<file path="src/rtl/uart_pkg.sv">
// uart_pkg: shared state encoding, size defaults and clock constant for the UART playback sequencer
package uart_pkg;
    localparam int DATA_W_DEF = 8;
    localparam int DEPTH_DEF  = 16;
    localparam int CLK_HZ     = 50_000_000;
    typedef enum logic [2:0] {IDLE, LOAD, FIRE, WAIT, GAP} state_t;
endpackage

</file>
<file path="src/rtl/dparm_ram.sv">
// dparm_ram: single-write-port buffer with a registered, resettable read port
module dparm_ram
    import uart_pkg::*;
#(
    parameter int DATA_W = DATA_W_DEF,
    parameter int DEPTH  = DEPTH_DEF
) (
    input  logic                     clk,
    input  logic                     rst_n,
    input  logic                     we,
    input  logic [$clog2(DEPTH)-1:0] waddr,
    input  logic [DATA_W-1:0]        wdata,
    input  logic                     re,
    input  logic [$clog2(DEPTH)-1:0] raddr,
    output logic [DATA_W-1:0]        rdata
);
    logic [DATA_W-1:0] mem [DEPTH];

    always_ff @(posedge clk)
        if (we) mem[waddr] <= wdata;

    always_ff @(posedge clk)
        if (!rst_n) rdata <= '0;
        else if (re) rdata <= mem[raddr];
endmodule

</file>
<file path="src/rtl/uart_dparm_seq.sv">
// uart_dparm_seq: buffers received UART bytes and plays them back once or in a loop on a key press
module uart_dparm_seq
    import uart_pkg::*;
#(
    parameter int DATA_W  = DATA_W_DEF,
    parameter int DEPTH   = DEPTH_DEF,
    parameter int GAP_CYC = 5000
) (
    input  logic                       clk,
    input  logic                       rst_n,
    input  logic [DATA_W-1:0]          rx_data,
    input  logic                       rx_done,
    input  logic                       key_flag,
    input  logic                       key_state,
    input  logic                       mode,
    input  logic                       clr,
    input  logic                       tx_done,
    output logic [DATA_W-1:0]          tx_data,
    output logic                       send_en,
    output logic                       busy,
    output logic [$clog2(DEPTH):0]     count,
    output logic                       full,
    output logic                       overflow
);
    localparam int AW = $clog2(DEPTH);
    localparam int CW = AW + 1;
    localparam int GW = $clog2(GAP_CYC + 1);

    state_t        state, state_nx;
    logic [CW-1:0] ridx, count_nx;
    logic [GW-1:0] gap_cnt;
    logic          mode_l, stop_req, press, idle, wr, last, gap_end;

    assign press    = key_flag & ~key_state;
    assign idle     = state == IDLE;
    assign wr       = idle & rx_done & (clr | ~full);
    // count_nx already reflects a same-cycle clear and write, so a press sees the new fill level
    assign count_nx = (idle & clr) ? CW'(wr) : count + CW'(wr);
    assign last     = ridx >= count - CW'(1);
    assign gap_end  = gap_cnt == GW'(GAP_CYC - 1);
    assign full     = count == CW'(DEPTH);
    assign busy     = ~idle;
    assign send_en  = state == FIRE;

    always_ff @(posedge clk)
        if (!rst_n) state <= IDLE;
        else state <= state_nx;

    always_comb begin
        state_nx = state;
        unique case (state)
            IDLE:    state_nx = (press && count_nx != '0) ? LOAD : IDLE;
            LOAD:    state_nx = FIRE;
            FIRE:    state_nx = WAIT;
            WAIT:    state_nx = !tx_done ? WAIT : stop_req ? IDLE : !last ? LOAD : mode_l ? GAP : IDLE;
            GAP:     state_nx = stop_req ? IDLE : gap_end ? LOAD : GAP;
            default: state_nx = IDLE;
        endcase
    end

    always_ff @(posedge clk) begin
        if (!rst_n) begin
            count    <= '0;
            overflow <= 1'b0;
            ridx     <= '0;
            gap_cnt  <= '0;
            mode_l   <= 1'b0;
            stop_req <= 1'b0;
        end else begin
            count    <= count_nx;
            overflow <= (idle & clr) ? 1'b0 : overflow | (rx_done & ~wr);
            mode_l   <= (idle & press) ? mode : mode_l;
            gap_cnt  <= (state == GAP) ? gap_cnt + GW'(1) : '0;
            stop_req <= (state_nx == IDLE) ? 1'b0 : stop_req | (~idle & press);
            if ((idle & press) | (state == GAP & gap_end)) ridx <= '0;
            else if (state == WAIT & tx_done) ridx <= ridx + CW'(1);
        end
    end

    dparm_ram #(.DATA_W(DATA_W), .DEPTH(DEPTH)) u_ram (
        .clk   (clk),
        .rst_n (rst_n),
        .we    (wr),
        .waddr (clr ? AW'(0) : count[AW-1:0]),
        .wdata (rx_data),
        .re    (state == LOAD),
        .raddr (ridx[AW-1:0]),
        .rdata (tx_data)
    );
endmodule

</file>
<file path="config.mk">
export PLATFORM = sky130hd
export DESIGN_NAME = uart_dparm_seq
export DESIGN_NICKNAME = d
export VERILOG_FILES = /design/src/rtl/uart_pkg.sv /design/src/rtl/dparm_ram.sv /design/src/rtl/uart_dparm_seq.sv
export SDC_FILE = /design/constraint.sdc
export NUM_CORES = 1
export LEC_CHECK = 0
export CORE_ASPECT_RATIO = 0.75
export CORE_MARGIN = 4
export CORE_UTILIZATION = 35
export DETAILED_ROUTE_END_ITERATION = 12
export GPL_ROUTABILITY_DRIVEN = 0
export PLACE_DENSITY = 0.62
export SYNTH_ARGS = -nofsm -noshare
export SYNTH_HDL_FRONTEND = slang
export SYNTH_SLANG_ARGS = --single-unit
</file>
<file path="constraint.sdc">
create_clock -name clk -period 2.45 [get_ports clk]
set_input_delay 0.49 -clock clk [delete_from_list [all_inputs] [get_ports clk]]
set_output_delay 0.49 -clock clk [all_outputs]
set_load 0.02 [all_outputs]
</file>
### Yosys cells after proc, flatten, opt, wreduce, memory -nomap -nowiden

Memory sizes are Yosys's and may differ from the RTL's. A register that Yosys moved wholly into a read port is not among the register bits.
Index checks and enable logic that the tools add are counted.
W data, S select, Z words.

* register bits: 29
* RAM bits: 128
* logic and storage cells: 58
* memories: 1

* $add $sub $neg: 4
* magnitude comparators: 1
* eq/ne operators: 6
* multiplexer cells: 12
* bitwise logic cells: 18
* reductions and logical operators: 9

Memories
* u_ram.mem: depth 16, bits a word 8, read ports 1, clocked after memory_dff 1, wr ports 1, RTL line dparm_ram.sv:17 `logic [DATA_W-1:0] mem [DEPTH];`

Operators by type and width (count)
* $mux W3: 6
* $pmux W3 S5: 1
* $add A13 B1 Y13 const B: 1
* $eq A13 B13 Y1 const B: 1
* $and A1 B1 Y1: 9
* $eq A3 B2 Y1 const B: 2
* $logic_not A3 Y1: 2
* $reduce_or A2 Y1: 3
* $add A5 B1 Y5: 1
* $add A5 B1 Y5 const B: 1
* $eq A5 B5 Y1 const B: 1
* $ge A5 B5 Y1: 1
* $mux W5: 1
* $not A1 Y1: 5
* $reduce_bool A5 Y1: 1
* $sub A5 B1 Y5 const B: 1
* $mux W4: 1
* $or A1 B1 Y1: 4
* $eq A3 B1 Y1 const B: 1
* $eq A3 B3 Y1 const B: 1
* $mux W1: 3
* $reduce_and A2 Y1: 1
* $logic_and A1 B1 Y1: 1
* $logic_not A1 Y1: 1

### Depth between registers and ports, before layout

Gate-level depths: netlist of the first run.

* word-level depth: 12
* gate-level depth with buffers: 12

### By module

Synthesis of the first run repeated with hierarchy kept, for this count alone.

* cells, all modules: 503
* area total of the unflattened synthesis: 6895.4 µm²

By module, submodules not included
* dparm_ram: times used 1, cells each 318, area each 5351.4 µm², sequential area each 4003.8 µm²
* uart_dparm_seq: times used 1, cells each 185, area each 1544.0 µm², sequential area each 580.6 µm²

### Worst setup path after synthesis of the first run

Ideal clock, no wire load.

* path kind: register -> register
* start point: register count[0]
* end point: memory u_ram.mem[3][0] (netlist bit), enable pin
* library setup time: 383 ps
* arrival time: 2206 ps
* data required time: 2067 ps
* slack: -139 ps
* stages on the path, launching flop included: 7
* buffers on the path: 0
* clock period less this slack: 2589 ps
* cells stage by stage: dfxtp_1 > inv_1 > ha_1 > and3_1 > nor3_1 > nand3_1 > nor3_1

* word-level cells in the longest chain between the ends: 6

Ends and longest elaborated chain
* start: declaration: RTL line uart_dparm_seq.sv:21 `output logic [$clog2(DEPTH):0] count,`
* start signal: assignment: RTL line uart_dparm_seq.sv:70 `count <= count_nx;`
* $eq A5 B5 Y1: RTL line uart_dparm_seq.sv:41 `assign full = count == CW'(DEPTH);`
* named net full: RTL line uart_dparm_seq.sv:22 `output logic full,`
* $not A1 Y1: RTL line uart_dparm_seq.sv:36 `assign wr = idle & rx_done & (clr | ~full);`
* $or A1 B1 Y1: RTL line uart_dparm_seq.sv:36
* $and A1 B1 Y1: RTL line uart_dparm_seq.sv:36
* $mux W1: RTL line dparm_ram.sv:20 `if (we) mem[waddr] <= wdata;`
* $mux W1 (not written as such): RTL line dparm_ram.sv:20
* end: declaration: RTL line dparm_ram.sv:17

The timed path passes the listed nets, and every way through them passes these cells.

### Final worst setup path of the first run

* start point: register state[0]
* end point: output busy

* word-level cells in the longest chain between the ends: 2

Ends and longest elaborated chain
* start: declaration: RTL line uart_dparm_seq.sv:29 `state_t state, state_nx;`
* start signal: assignment: RTL line uart_dparm_seq.sv:47 `else state <= state_nx;`
* $logic_not A3 Y1: RTL line uart_dparm_seq.sv:35 `assign idle = state == IDLE;`
* $not A1 Y1: RTL line uart_dparm_seq.sv:42 `assign busy = ~idle;`
* end: declaration: RTL line uart_dparm_seq.sv:20 `output logic busy,`

Every way passes these cells.

==> reports/metrics.yaml, run 1 <==
global_routing:
  grt_use_met2_pct: 20.35
  grt_pass1_vias: 3804
  grtUsageMet1_pct: 18.69
  grt-ovfl-total: 0
  antenna_found_initial: 0
  gr-usage-met3_pct: 3.111
  top_usage_layer: "met2"
  track_usage_pct: 13.28
  grt_max_degree: 37
  grt_pass1_wl_mm: 21.62
route:
  vias: 3756
  wl_per_cell_um: 18.18
  initialDrtViolationCount: 245
  totalWireLength_mm: 13.75
  firstDrtPassIters: 4
  drt-vias-per-instance: 4.968
  ant_nets: 0
  drc_errors: 0
setup_path:
  end_kind: "output port"
  cp-start-kind: "flip-flop"
  r2r-start: "count[0]$_SDFF_PN0_"
  r2r_cells: 11
  critical_path_class: "flip-flop to output port"
  reg2reg_setup_slack_ps: 200
  worstPathRequired_ps: 1960
  cp_max_fo: 8
  worstPathArrival_ps: 1870
  worstReg2RegEnd: "stop_req$_SDFF_PP0_"
final_layout:
  finalNetCount: 517
  nFillCells: 1726
  multi_input_area_um2: 2117
  syn_to_final_growth_pct: 20.92
  final_util_pct: 42.97
  final_layout_size_suffix_gt1_share_pct: 19.68
  stdcell_area_um2: 8280
  regArea_um2: 4586
  antenna_cells: 0
timing:
  report.final.hold_viol_count: 0
  slew_viol_final: 0
  final.setup.tns_ps: 0
  fin_crit_sh_pct: 96.20
  period_minus_slack_ps: 2357
  tightest_slew_ps: 574.7
  clock.fmax_mhz: 424.3
  rsz0062_at_grt: "false"
  finalClockSkew_ps: 11.07
  setup_viol: 0
  slew_headroom_pct: 61.56
yosys:
  ys_seq_area_share_pct: 66.95
  ys_ff_latch: 165
  syn_nets: 448
  synth_edf_count: 128
  syn_area_per_cell_um2: 16.27
  synthDistinctLibCells: 45
  synth_area_um2: 6848
  yosysWarnings: 0
  syn_inst: 421
  async_reset_ff_share_pct: 0
  synthFlopType: "edfxtp_1"
placed_design:
  io_buffers: 32
  place_area_um2: 7641
  hpwl_mm: 9.297
clock_tree:
  cts_hold_buf: 0
  clock_path_buffers: 2
  htree_levels: 4
  post_cts_buffers: 0
  path_clk_slew_ps: 70
  cts_tree: "built"
  cts_resized: 0
  cts_root_buffer: "clkbuf_16"
  clk_latency_ps: 420
  cts_made_buffers: 17
  clock-sinks: 165
status:
  outcome: "completed"
pwr:
  internal-power_uw: 4957
  irDropWorstVdd_mv: 0.5321
  p_switching_uw: 1375
  leakage_uw: 0.002726
  p_sw_share_pct: 21.71
  pwr-share-seq_pct: 48.9
  combPwrFrac_pct: 7.6
  clockPowerShare_pct: 43.4
  power_density_nw_per_um2: 764.6
floorplanning:
  die_x_um: 169.5
  dieArea_um2: 21890
  num_rows: 44
  num_io_pins: 33
  core-area_um2: 19270
  initial_utilization_pct: 35.54
  die_height_um: 129.1
run:
  drv_cap: 0
hold_path:
  hold_start: "gap_cnt[0]$_SDFF_PN0_"
  min_path_type: "flip-flop to flip-flop"
  min_path_cells: 1
  min_to: "gap_cnt[0]$_SDFF_PN0_"
==> layer usage <==
| metal | up-vias | part of all wire [%] |
|---|---|---|
| li1 | 1781 | - |
| met1 | 1898 | 48 |
| met2 | 63 | 46 |
| met3 | 14 | 3.9 |
| met4 | 0 | 1.4 |
| met5 | - | 0 |
==> power groups by stage <==
stage / clock network [µW] / logic, µW / registers [µW]
after floorplan: 0 / 229 / 3180
after global placement: 0 / 465 / 3160
after detailed placement: 0 / 476 / 3160
after CTS: 2820 / 480 / 3100
after global routing: 2930 / 534 / 3100
final: 2750 / 484 / 3100
==> state kept, by name (all words and copies together) (netlist names) <==
signal / count
overflow: 1
mode_l: 1
count: 5
u_ram.mem: 128
state: 3
u_ram.rdata: 8
stop_req: 1
ridx: 5
gap_cnt: 13
==> Yosys cell counts, types with 3 or more instances <==
cell type,number,area share (%)
edfxtp_1,128,56
nor2_1,40,2.2
dfxtp_1,37,11
nand2_1,33,1.8
mux4_2,21,6.9
mux4_1,19,7.3
nand3_1,15,1.1
ha_1,11,2.0
xor2_1,11,1.4
a21oi_1,10,0.73
inv_1,8,0.44
nor3_1,8,0.58
o21ai_1,8,0.58
o21ai_0,7,0.51
xnor2_1,7,0.90
buf_2,5,0.37
nand4_1,5,0.46
nor2b_1,5,0.46
or3_1,5,0.46
a31oi_1,4,0.37
buf_4,4,0.44
nand2b_1,3,0.27
==> stage by stage <==
| stage | std cells | setup slack [ps] | hold WS [ps] | total power [µW] |
|---|---|---|---|---|
| floorplan | 421 | 38.37 | 417.5 | 3411 |
| global placement | 724 | 52.04 | 428.5 | 3621 |
| finish | 756 | 93.06 | 450.6 | 6331 |
| CTS | 756 | 66.88 | 453.4 | 6394 |
| detailed placement | 724 | -6.654 | 440.2 | 3635 |
| global route | 756 | 9.487 | 464.2 | 6569 |
==> cell usage in the layout (no fill, tap or decap), types with 2 or more instances in the layout <==
cell type | synthesis | routed
o21ai_1 | 8 | 8
nor2_1 | 40 | 40
ha_1 | 11 | 11
buf_4 | 4 | 33
dfxtp_1 | 37 | 36
a21boi_0 | 2 | 2
or3_1 | 5 | 5
clkbuf_8 | 0 | 2
a31oi_1 | 4 | 3
clkbuf_16 | 0 | 17
nor3_1 | 8 | 4
mux4_2 | 21 | 21
clkinv_4 | 0 | 3
buf_12 | 2 | 2
nand4_1 | 5 | 5
nor3_2 | 1 | 5
mux4_1 | 19 | 19
nand2_1 | 33 | 33
inv_1 | 8 | 8
xnor2_1 | 7 | 7
o21ai_0 | 7 | 7
clkdlybuf4s50_1 | 0 | 32
and3_1 | 2 | 2
xor2_1 | 11 | 11
nand2b_1 | 3 | 3
bufinv_16 | 0 | 3
inv_6 | 0 | 3
a21oi_1 | 10 | 10
nor2b_1 | 5 | 5
nand3_1 | 15 | 15
edfxtp_1 | 128 | 128
==> cell families after synthesis <==
| kind of cell | Yosys count | share of synthesized area (%) |
|---|---|---|
| xor+xnor | 18 | 2.302 |
| compound gates | 38 | 3.289 |
| fa+ha+maj | 11 | 2.010 |
| mux | 41 | 14.34 |
| simple gates | 123 | 8.515 |
| buf+inv | 25 | 2.594 |
| flops | 165 | 66.95 |
==> area by class of cell <==
class	instances	area share, %
well taps	253	3.823
inverters	8	0.3626
clock inverters	13	2.055
repair buffers	67	7.344
clock buffers	19	5.470
multi-input cells	231	25.57
flip-flops and latches	165	55.38
==> worst max path at each step <==
stage,from,end,cells after the start
2_1_floorplan,count[0]$_SDFF_PN0_,stop_req$_SDFF_PP0_,12
3_3_place_gp,rx_done,stop_req$_SDFF_PP0_,10
3_5_place_dp,rx_done,stop_req$_SDFF_PP0_,11
4_1_cts,count[0]$_SDFF_PN0_,full,4
5_1_grt,count[0]$_SDFF_PN0_,full,4
6_report,state[0]$_SDFF_PN0_,busy,4
==> critical path, stage by stage (launching register included) <==
cell,delay (ps)
dfxtp_1,380
nor3_2,290
buf_4,210
inv_1,40
clkdlybuf4s50_1,530
No activity file was read; power rests on OpenSTA's default activity.
==> run 2, diff against run 1 <==
--- a/config.mk
+++ b/config.mk
@@ -5,12 +5,12 @@
 export SDC_FILE = /design/constraint.sdc
 export NUM_CORES = 1
 export LEC_CHECK = 0
-export CORE_ASPECT_RATIO = 0.75
 export CORE_MARGIN = 4
 export CORE_UTILIZATION = 35
 export DETAILED_ROUTE_END_ITERATION = 12
 export GPL_ROUTABILITY_DRIVEN = 0
 export PLACE_DENSITY = 0.62
+export SKIP_CTS_REPAIR_TIMING = 1
 export SYNTH_ARGS = -nofsm -noshare
 export SYNTH_HDL_FRONTEND = slang
 export SYNTH_SLANG_ARGS = --single-unit
==> run 2 against run 1 <==
  * Design area shrank 0.27%
  * First-iteration DRC count shrank 36%
  * Die area shrank 0.11%
  * Via count shrank 2.3%
  * Setup slack lost 2.4 ps
  * Maximum frequency shrank 0.10%
  * Combinational power shrank 2%
  * Count of clock-buffer cells in the layout shrank 2
  * Clock power shrank 7%
  * Largest power group unchanged
  * Clock skew shrank 4.4 ps
==> reports/metrics.yaml, run 2 (synthesis gave the netlist of run 1 again) <==
placed_design:
  pre_cts_ws_ps: -28.53
  io_buffers: 32
  place_area_um2: 7657
  hpwl_mm: 9.027
clock_tree:
  path_clk_slew_ps: 60
  clk_latency_ps: 410
  cts_root_buffer: "clkbuf_16"
  cts_made_buffers: 17
  clock-sinks: 165
  cts_tree: "built"
  htree_levels: 4
  clock_path_buffers: 2
setup_path:
  critPathLaunch: "state[2]$_SDFF_PN0_"
  worstPathArrival_ps: 1870
  r2r-start: "count[0]$_SDFF_PN0_"
  critical_path_class: "flip-flop to output port"
  endpoint: "busy"
  end_kind: "output port"
  cp-start-kind: "flip-flop"
  worstPathRequired_ps: 1960
  r2r_cells: 12
  reg2reg_setup_slack_ps: 180
  cp_max_fo: 11
  worstReg2RegEnd: "state[0]$_SDFF_PN0_"
final_layout:
  final_util_pct: 43.56
  stdcell_area_um2: 8258
  syn_to_final_growth_pct: 20.59
  mostFrequentLayoutCells: "edfxtp_1, nor2_1, dfxtp_1"
  nFillCells: 1671
  finalNetCount: 518
  top_regs: "u_ram.mem x128, gap_cnt x13, u_ram.rdata x8"
  antenna_cells: 0
  final_common_cell: "edfxtp_1"
  largest_reg_flops: 128
  largest_register: "u_ram.mem"
  final_layout_size_suffix_gt1_share_pct: 20.04
timing:
  finalClockSkew_ps: 6.698
  tightest_slew_ps: 548.4
  slew_viol_final: 0
  fin_ws_ps: 90.64
  hold_ws_ps: 448.7
  slew_headroom_pct: 63.32
  period_minus_slack_ps: 2359
  rsz0062_at_grt: "false"
  fin_crit_sh_pct: 96.30
  setup_viol: 0
  clock.fmax_mhz: 423.8
  report.final.hold_viol_count: 0
route:
  wl_per_cell_um: 16.50
  firstDrtPassIters: 4
  initialDrtViolationCount: 156
  drt-vias-per-instance: 4.805
  totalWireLength_mm: 12.61
  vias: 3671
  drc_errors: 0
  ant_nets: 0
floorplanning:
  initial_utilization_pct: 36.13
  die_height_um: 147.9
  num_rows: 50
  core-area_um2: 18960
  die_x_um: 147.9
  num_io_pins: 33
  dieArea_um2: 21870
global_routing:
  grt_max_degree: 37
  grt-ovfl-total: 0
  grt_pass1_wl_mm: 20.27
  track_usage_pct: 12.14
  antenna_found_initial: 0
  grt_pass1_vias: 3774
pwr:
  irDropWorstVdd_mv: 0.5014
  leakage_uw: 0.002709
  power_density_nw_per_um2: 743.9
run:
  drv_cap: 0
status:
  outcome: "completed"
hold_path:
  min_path_type: "flip-flop to flip-flop"
-- run 2: through the flow --
step                total power [µW]  cells  setup TNS (ps)
global placement                3613    732               0
finish                          6143    764               0
floorplan                       3411    421               0
CTS                             6213    764               0
detailed placement              3630    732          -47.24
global route                    6386    764               0
-- run 2: metal layers --
layer  vias to the layer above  GRT usage, %  routed length (µm)
li1                       1782             -                   -
met1                      1816         15.85                5842
met2                        60         19.98                6104
met3                        13         3.280                 501
met4                         0         3.649                 157
met5                         -             0                   0
-- run 2: how the worst min path moves through the flow --
stage,from,end,cells past startpoint
floorplan,gap_cnt[0]$_SDFF_PN0_,gap_cnt[0]$_SDFF_PN0_,1
global placement,gap_cnt[0]$_SDFF_PN0_,gap_cnt[0]$_SDFF_PN0_,1
detailed placement,gap_cnt[0]$_SDFF_PN0_,gap_cnt[0]$_SDFF_PN0_,1
CTS,gap_cnt[0]$_SDFF_PN0_,gap_cnt[0]$_SDFF_PN0_,1
global route,u_ram.rdata[4]$_SDFFE_PN0P_,u_ram.rdata[4]$_SDFFE_PN0P_,2
finish,gap_cnt[0]$_SDFF_PN0_,gap_cnt[0]$_SDFF_PN0_,1
-- run 2: final cells by class --
type | instances | area, µm² | share of cell area [%]
clock buffers | 17 | 425.4 | 5.152
flip-flops and latches | 165 | 4586 | 55.53
well taps | 260 | 325.3 | 3.939
multi-input cells | 231 | 2123 | 25.71
clock inverters | 15 | 152.6 | 1.848
inverters | 8 | 30.03 | 0.3636
repair buffers | 68 | 615.6 | 7.455
-- run 2: critical path, stage by stage (launching register included) --
cell and delay (ps):
dfxtp_1 550, nor3_2 100, buf_4 170, inv_1 50
clkdlybuf4s50_1 590
-- run 2: where the power goes --
group / total, µW / internal (µW) / switching, µW
sequential: 3100 / 3070 / 29.6
clock: 2570 / 1510 / 1060
combinational: 474 / 214 / 261
total: 6140 / 4790 / 1350
==> run 3, diff against run 2 <==
--- a/config.mk
+++ b/config.mk
@@ -9,7 +9,7 @@
 export CORE_UTILIZATION = 35
 export DETAILED_ROUTE_END_ITERATION = 12
 export GPL_ROUTABILITY_DRIVEN = 0
-export PLACE_DENSITY = 0.62
+export PLACE_DENSITY = 0.6
 export SKIP_CTS_REPAIR_TIMING = 1
 export SYNTH_ARGS = -nofsm -noshare
 export SYNTH_HDL_FRONTEND = slang
==> constraint.sdc (replaced) <==
create_clock -name clk -period 3.05 [get_ports clk]
set_input_delay 0.61 -clock clk [delete_from_list [all_inputs] [get_ports clk]]
set_output_delay 0.61 -clock clk [all_outputs]
set_load 0.02 [all_outputs]
==> run 3 against run 2 <==
  * Global-route usage is 0.66 points higher
  * Sequential power decreased by 20%
  * Clock power is 18% lower
  * Design area is 1.1% lower
  * Die area did not move
  * Setup slack improved by 450 ps
  * Utilization decreased by 0.46 points
  * Sequential cell count is the same
  * First-iteration DRC count grew 72%
  * Largest cell class unchanged
  * Largest power group unchanged
==> reports/metrics.yaml, run 3 (synthesis gave the netlist of run 1 again) <==
route:
  highest_layer: "met4"
  drt-vias-per-instance: 4.989
  wl_met1_mm: 6.439
  firstDrtPassIters: 4
  totalWireLength_mm: 13.55
  initialDrtViolationCount: 268
  vias: 3772
  drc_errors: 0
  wl_per_cell_um: 17.92
  wl_met3_um: 596
  ant_nets: 0
  met2_length_mm: 6.281
final_layout:
  nFillCells: 1670
  syn_to_final_growth_pct: 19.31
  final_layout_size_suffix_gt1_share_pct: 17.54
  finalNetCount: 510
  final_cells: 756
  mostFrequentLayoutCells: "edfxtp_1, nor2_1, dfxtp_1"
  largest_register: "u_ram.mem"
  largest_reg_flops: 128
  top_regs: "u_ram.mem x128, gap_cnt x13, u_ram.rdata x8"
  antenna_cells: 0
  final_common_cell: "edfxtp_1"
timing:
  tightest_slew_ps: 563.1
  period_minus_slack_ps: 2506
  hold_ws_ps: 450.3
  report.final.hold_viol_count: 0
  slew_viol_final: 0
  finalClockSkew_ps: 12.67
  rsz0062_at_grt: "false"
  final.setup.tns_ps: 0
  setup_viol: 0
  slew_headroom_pct: 62.34
  fin_crit_sh_pct: 82.16
  clock.fmax_mhz: 399.1
global_routing:
  track_usage_pct: 12.80
  grt_pass1_vias: 3801
  grt_max_degree: 37
  antenna_found_initial: 0
  grt_pass1_wl_mm: 21.13
  grt-ovfl-total: 0
setup_path:
  critical_path_class: "flip-flop to output port"
  r2r_cells: 12
  cp-start-kind: "flip-flop"
  worstPathRequired_ps: 2440
  cp_max_fo: 4
  worstPathArrival_ps: 1900
  end_kind: "output port"
floorplanning:
  dieArea_um2: 21870
  initial_utilization_pct: 36.13
  core-area_um2: 18960
  die_height_um: 147.9
  num_io_pins: 33
  num_rows: 50
  die_x_um: 147.9
clock_tree:
  clock_path_buffers: 2
  cts_made_buffers: 17
  path_clk_slew_ps: 70
  htree_levels: 4
  cts_tree: "built"
  clock-sinks: 165
  clk_latency_ps: 420
  cts_root_buffer: "clkbuf_16"
pwr:
  leakage_uw: 0.002660
  power_density_nw_per_um2: 606.3
  irDropWorstVdd_mv: 0.3385
status:
  outcome: "completed"
run:
  drv_cap: 0
hold_path:
  min_path_cells: 2
  min_path_type: "flip-flop to flip-flop"
placed_design:
  dp_cells: 724
  hpwl_mm: 9.224
  io_buffers: 32
run 3: cell count changes in the layout (fill, tap and decap cells not counted), sizes merged:
cell | before | now
buf | 36 | 28
inv | 13 | 17
bufinv | 2 | 0
clkinvlp | 2 | 0
run 3: power by group:
part | switching (µW) | internal (µW) | leakage (µW) | total, µW
clock network | 986 | 1110 | 0.000295 | 2100
registers | 24.4 | 2460 | 0.00145 | 2490
logic | 205 | 163 | 0.000911 | 368
run 3: final timing paths:
kind | startpoint | endpoint | slack, ps
worst min register to register | u_ram.rdata[4]$_SDFFE_PN0P_ | u_ram.rdata[4]$_SDFFE_PN0P_ | 450
worst max register to register | count[0]$_SDFF_PN0_ | stop_req$_SDFF_PP0_ | 630
worst max-delay path | count[0]$_SDFF_PN0_ | full | 540
worst min-delay path | u_ram.rdata[4]$_SDFFE_PN0P_ | u_ram.rdata[4]$_SDFFE_PN0P_ | 450
run 3: cell type report:
type                            instances  area [µm²]  share of cell area [%]
Sequential cell                       165        4586                   56.13
Multi-Input combinational cell        231        2086                   25.53
Timing Repair Buffer                   60       543.0                   6.646
Clock buffer                           17       425.4                   5.207
Tap cell                              260       325.3                   3.982
Clock inverter                         15       175.2                   2.144
Inverter                                8       30.03                  0.3675
run 3: through the flow:
stage               worst slack, ps  power (µW)  util (%)  cell area, µm²
global placement              433.1        2895     39.93            7570
detailed placement            262.9        2905     39.93            7570
floorplan                     460.6        2740         -            6848
CTS                           530.2        5001     43.10            8170
global route                  471.6        5149     43.10            8170
finish                        544.1        4954     43.10            8170
run 3: per-layer routing:
metal	global-route usage, %	vias up
met4	4.296	0
met1	17.37	1882
met2	20.03	96
met5	0	-
met3	3.525	24
li1	-	1770
run 3: worst max-delay path, cell delays in order, from the launching register on:
cell             delay, ps
dfxtp_1                320
inv_1                  140
ha_1                   180
and3_1                 210
clkdlybuf4s50_1        620
